==> src/rtl/fx_pkg.sv <==
// Shared types and constants for the fixed-point product accumulation path.
package fx_pkg;

  typedef enum logic [1:0] {
    S_IDLE  = 2'd0,
    S_ACCUM = 2'd1,
    S_ROUND = 2'd2,
    S_OUT   = 2'd3
  } state_e;

  localparam int PROD_W_DEF = 32;
  localparam int ACC_W_DEF  = 40;
  localparam int FRAC_DEF   = 8;
  localparam int OUT_W_DEF  = 16;
  localparam int LEN_W_DEF  = 8;

  // Value of one half LSB after dropping frac bits; added before the shift to round half up.
  function automatic logic [63:0] half_lsb(input int frac);
    return 64'd1 << (frac - 1);
  endfunction

endpackage

==> src/rtl/fx_round_sat.sv <==
// Combinational rescale: drop FRAC bits with round-half-up, then saturate to OUT_W bits.
module fx_round_sat
  import fx_pkg::*;
#(
  parameter int ACC_W = ACC_W_DEF,
  parameter int FRAC  = FRAC_DEF,
  parameter int OUT_W = OUT_W_DEF
) (
  input  logic [ACC_W-1:0] acc_i,
  output logic [OUT_W-1:0] result_o,
  output logic             sat_o
);

  localparam logic [ACC_W:0] HALF = (ACC_W + 1)'(half_lsb(FRAC));

  logic [ACC_W:0] sum;
  logic [ACC_W:0] r;

  // One extra bit so the rounding add can never wrap.
  assign sum      = {1'b0, acc_i} + HALF;
  assign r        = sum >> FRAC;
  assign sat_o    = |r[ACC_W:OUT_W];
  assign result_o = sat_o ? {OUT_W{1'b1}} : r[OUT_W-1:0];

endmodule

==> src/rtl/prod_accum.sv <==
// Accumulates a programmed number of unsigned products, then rounds and saturates the sum
// into a held valid/ready result.
//
// state | meaning
// IDLE  | waiting for start with nonzero len
// ACCUM | accepting product beats until cnt reaches zero
// ROUND | registering the rounded/saturated result
// OUT   | result presented until out_ready
module prod_accum
  import fx_pkg::*;
#(
  parameter int PROD_W = PROD_W_DEF,
  parameter int ACC_W  = ACC_W_DEF,
  parameter int FRAC   = FRAC_DEF,
  parameter int OUT_W  = OUT_W_DEF,
  parameter int LEN_W  = LEN_W_DEF
) (
  input  logic              clk,
  input  logic              rst,
  input  logic              start,
  input  logic [LEN_W-1:0]  len,
  output logic              busy,
  input  logic              in_valid,
  input  logic [PROD_W-1:0] in_prod,
  output logic              in_ready,
  output logic              out_valid,
  output logic [OUT_W-1:0]  out_data,
  output logic              out_sat,
  input  logic              out_ready
);

  if (ACC_W < PROD_W + LEN_W) begin : g_acc_w_chk
    $error("prod_accum: ACC_W must be at least PROD_W + LEN_W");
  end
  if (FRAC < 1) begin : g_frac_chk
    $error("prod_accum: FRAC must be at least 1");
  end

  state_e             state_q, state_d;
  logic [ACC_W-1:0]   acc_q, acc_d;
  logic [LEN_W-1:0]   cnt_q, cnt_d;
  logic [OUT_W-1:0]   out_data_q, out_data_d;
  logic               out_sat_q, out_sat_d;
  logic [OUT_W-1:0]   rs_result;
  logic               rs_sat;

  fx_round_sat #(
    .ACC_W (ACC_W),
    .FRAC  (FRAC),
    .OUT_W (OUT_W)
  ) u_round_sat (
    .acc_i    (acc_q),
    .result_o (rs_result),
    .sat_o    (rs_sat)
  );

  always_comb begin
    state_d    = state_q;
    acc_d      = acc_q;
    cnt_d      = cnt_q;
    out_data_d = out_data_q;
    out_sat_d  = out_sat_q;
    case (state_q)
      S_IDLE: begin
        if (start && (len != '0)) begin
          acc_d   = '0;
          cnt_d   = len;
          state_d = S_ACCUM;
        end
      end
      S_ACCUM: begin
        if (in_valid) begin
          acc_d = acc_q + ACC_W'(in_prod);
          cnt_d = cnt_q - LEN_W'(1);
          if (cnt_q == LEN_W'(1)) state_d = S_ROUND;
        end
      end
      S_ROUND: begin
        out_data_d = rs_result;
        out_sat_d  = rs_sat;
        state_d    = S_OUT;
      end
      S_OUT: begin
        if (out_ready) state_d = S_IDLE;
      end
      default: state_d = S_IDLE;
    endcase
  end

  always_ff @(posedge clk or posedge rst) begin
    if (rst) begin
      state_q    <= S_IDLE;
      acc_q      <= '0;
      cnt_q      <= '0;
      out_data_q <= '0;
      out_sat_q  <= 1'b0;
    end else begin
      state_q    <= state_d;
      acc_q      <= acc_d;
      cnt_q      <= cnt_d;
      out_data_q <= out_data_d;
      out_sat_q  <= out_sat_d;
    end
  end

  assign busy      = (state_q != S_IDLE);
  assign in_ready  = (state_q == S_ACCUM);
  assign out_valid = (state_q == S_OUT);
  assign out_data  = out_data_q;
  // Clip flag is only meaningful alongside a presented result.
  assign out_sat   = out_sat_q & out_valid;

endmodule

==> config.mk <==
export PLATFORM = sky130hd
export DESIGN_NAME = prod_accum
export DESIGN_NICKNAME = d
export VERILOG_FILES = /design/src/rtl/fx_pkg.sv /design/src/rtl/fx_round_sat.sv /design/src/rtl/prod_accum.sv
export SDC_FILE = /design/constraint.sdc
export NUM_CORES = 1
export LEC_CHECK = 0
export CAP_MARGIN = 20
export CORE_MARGIN = 1
export CORE_UTILIZATION = 31
export CTS_CLUSTER_DIAMETER = 60
export DETAILED_ROUTE_END_ITERATION = 8
export PLACE_DENSITY = 0.51
export SYNTH_ARGS = -nofsm -noshare
export SYNTH_HDL_FRONTEND = slang
export SYNTH_SLANG_ARGS = --single-unit
export TNS_END_PERCENT = 100
==> constraint.sdc <==
create_clock -name clk -period 7.4 [get_ports clk]
set_input_delay 1.11 -clock clk [delete_from_list [all_inputs] [get_ports clk]]
set_output_delay 1.11 -clock clk [all_outputs]
set_load 0.1 [all_outputs]
==> results.md <==
- Post-detailed-route wirelength per cell: 16.3 microns
- Gr ovfl total: 0
- Relative slew margins: 30.6%
- Cell Count, Final, Fillers Out: 886
- Prevailing post-synth register cell: dfrtp_1
- Largest net degree at the start of global routing: 68
- CTS max path bufs: 2
- Sequential cell area: 1680 sq um
- Leak: 0.00278 uW
- Fin crit share: 53.1%
- Worst hold path class: flop to flop
- Rows: 47
- Worst Setup Start Kind: input port
- Hold Startpoint: acc_q[0]$_DFFE_PP0P_
- Crit path launch: in_prod[0]
- CP delay by family, top: compound AO/OA/AOI/OAI gates
- Worst setup EP type: flop
- # resized after CTS: 0
- Via Count: 4,791
- Number of setup buffers added after CTS: 0
- Nets: 747
- CTS tree: built
- Cell Chain, Critical Path: clkdlybuf4s50_1, ha_1, fa_1, a21oi_1, o211ai_1, o211ai_1, a21o_1, a21oi_1, a41oi_1, o21ai_1, a31oi_1, a41o_1
- Core Footprint: 16,600 sq um
- Initial DRT Pass Iterations: 6
- Drt total wl: 14,400 microns
- PwrDens: 392 nW/um^2
- Post-synthesis sequential area ratio: 31.7%
- Slew of the pin with the lowest slew margin: 1040 ps
- Area grow syn2layout: 20.5%
- Top post-synthesis cells by area: dfrtp_1, ha_1, a21oi_1
- Synth top area share: 31.7%
- Distinct cell type count of the synthesized netlist: 64
- Total of max-cap violations: 0
- Synthesized cell area: 5290 sq um
- Worst clock skew: 6.29 ps
- First-pass GRT wire length: 23,700 microns
- Fill cells: 1,693
- Placed Cells: 870
- WS Path Type: input port to flop
- Peak Freq: 255 MHz
- Total CTS buffers: 9
- Worst skew pair latency: 330 ps
- DRC viols: 0
- Hold_buf cts: 0
- Syn Inst Count: 616
- PortBufs: 64
- Area of the multi-input gates: 3380 sq um
- Ys Warns: 0
- RSZ-0062 raised after global routing: no
- WP buf/inv: 1
- Die height: 133 microns
- Top Ports: 65
- GRT Util Overall: 17.0%
- Syn Area/Cell: 8.59 sq um
- Iteration-0 DRC Markers: 277
- VDD IR max: 0.000211 V
- Clock Sink Count: 67
- Worst r2r src: acc_q[9]$_DFFE_PP0P_
- Arrival @ worst endpoint: 4140 ps
- Post-DP HPWL: 10,700 microns
- Synth cell count leaders: dfrtp_1, a21oi_1, nand2_1
- Seq cells post-synth: 67
- Pins Over Slew Limit: 0
- Die Area: 17,600 sq um
- Critical path's largest stage delay: 500 ps
- Setup tns final: 0 ps
- Post-layout minimum cycle time: 3930 ps
- Worst-path maximum fanout: 8
- Syn_nets: 702
- GPL Wtd Cong: 0.901
- Post-route ant nets: 0
- Vias/cell: 5.41
- Initial antenna violation count: 0
- Status: complete, no violations
- Initial Utilization: 31.8%
- Final setup fails: 0
- Clock Tree Root: clkbuf_16
- Clock Pin Slew Worst Setup and Hold Paths: 60 ps
- Die X: 133 microns
- Fraction of layout instances using a drive strength above 1: 4.95%
- Post-synth ARST share: 100%
- # diodes: 0
- Crit-path slowest cell: o21ai_1
- Required time worst endpoint: 7620 ps
- Final hold vios: 0
- Post-synth top area cell: dfrtp_1
- H-tree depth: 3
- Top-count cell post-synth: dfrtp_1
- Vias in the first global route: 4,530
- Number of enable flip-flop cells after synthesis: 0
tightest hold or removal path, delay by kind of cell (launching register included):
kind | cells | cell delay [ps]
DFF | 1 | 350
and+or+nand+nor | 2 | 100
cells by family (layout without fill, tap and decap cells):
logic type / count (synthesis) / after routing / synth area share, %
AOI/OAI and AO/OA: 208 / 208 / 26.4
xor gates and xnor gates: 48 / 48 / 7.95
adders and majority gates: 41 / 41 / 9.84
buffers and inverters: 53 / 103 / 4.35
DFF: 67 / 67 / 31.7
muxes: 3 / 3 / 0.568
and+or+nand+nor: 196 / 196 / 19.2
cell usage in the layout, fill, tap and decap left out, drive strengths merged, types with 4 or more instances in the layout:
master,Yosys,layout
nor2,43,43
and4,5,5
a22o,24,24
xnor2,26,26
nor2b,4,4
dfrtp,67,67
nand4,15,15
a31oi,8,8
a21o,26,26
xor2,22,22
buf,11,5
and3,13,13
and2,8,8
a21boi,4,4
o21a,4,4
o22ai,7,7
o211ai,4,4
nor3,11,11
a21oi,62,62
nand2,48,48
ha,40,40
o21bai,5,5
o21ai,30,30
o31ai,11,11
clkdlybuf4s50,0,64
clkbuf,24,10
nand3,28,28
nor3b,4,4
inv,18,19
nor4,5,5
metal layers:
metal	GRT usage (%)	part of all wire [%]	up-vias
li1	-	-	2378
met1	23.3	49	2252
met2	26.6	44	138
met3	3.03	4.6	23
met4	6.58	2.1	0
met5	0	0	-
power by group:
| part | leakage, uW | switching, uW | internal [uW] |
|---|---|---|---|
| Combinational | 0.00183 | 885 | 539 |
| Sequential | 0.000805 | 162 | 486 |
| Clock | 0.000143 | 169 | 261 |
layout make-up:
class,count,area share (%)
multi-input combinational,496,53.1
sequential,67,26.3
timing repair buffer,69,10.6
tap,220,4.32
clock buffer,10,3.59
inverter,18,1.06
clock inverter,6,1.02
through the flow:
step | worst slack (ps) | util [%] | hold slack, ps | instance area, sq um | total power (uW)
2_1_floorplan | 4010 | - | 443 | 5290 | 1720
3_3_place_gp | 3210 | 36.5 | 472 | 6080 | 2060
3_5_place_dp | 3120 | 36.5 | 471 | 6080 | 2070
4_1_cts | 3470 | 38.3 | 487 | 6370 | 2520
5_1_grt | 3220 | 38.3 | 518 | 6370 | 2700
6_report | 3470 | 38.3 | 482 | 6370 | 2500
sequential cells by signal, indices dropped and copies added, names as in the netlist:
signal and flops:
cnt_q 8, out_data 16, state_q 2, acc_q 40, out_sat_q 1
worst paths after layout:
check	to	cells past startpoint	slack [ps]
setup / recovery	acc_q[36]$_DFFE_PP0P_	12	3470
hold / removal	acc_q[0]$_DFFE_PP0P_	2	480
setup reg to reg	acc_q[36]$_DFFE_PP0P_	10	4200
hold reg to reg	acc_q[0]$_DFFE_PP0P_	2	480
max in group asynchronous	acc_q[35]$_DFFE_PP0P_	3	5450
min in group asynchronous	acc_q[0]$_DFFE_PP0P_	3	1360
Power figures use the tool's default switching activity.
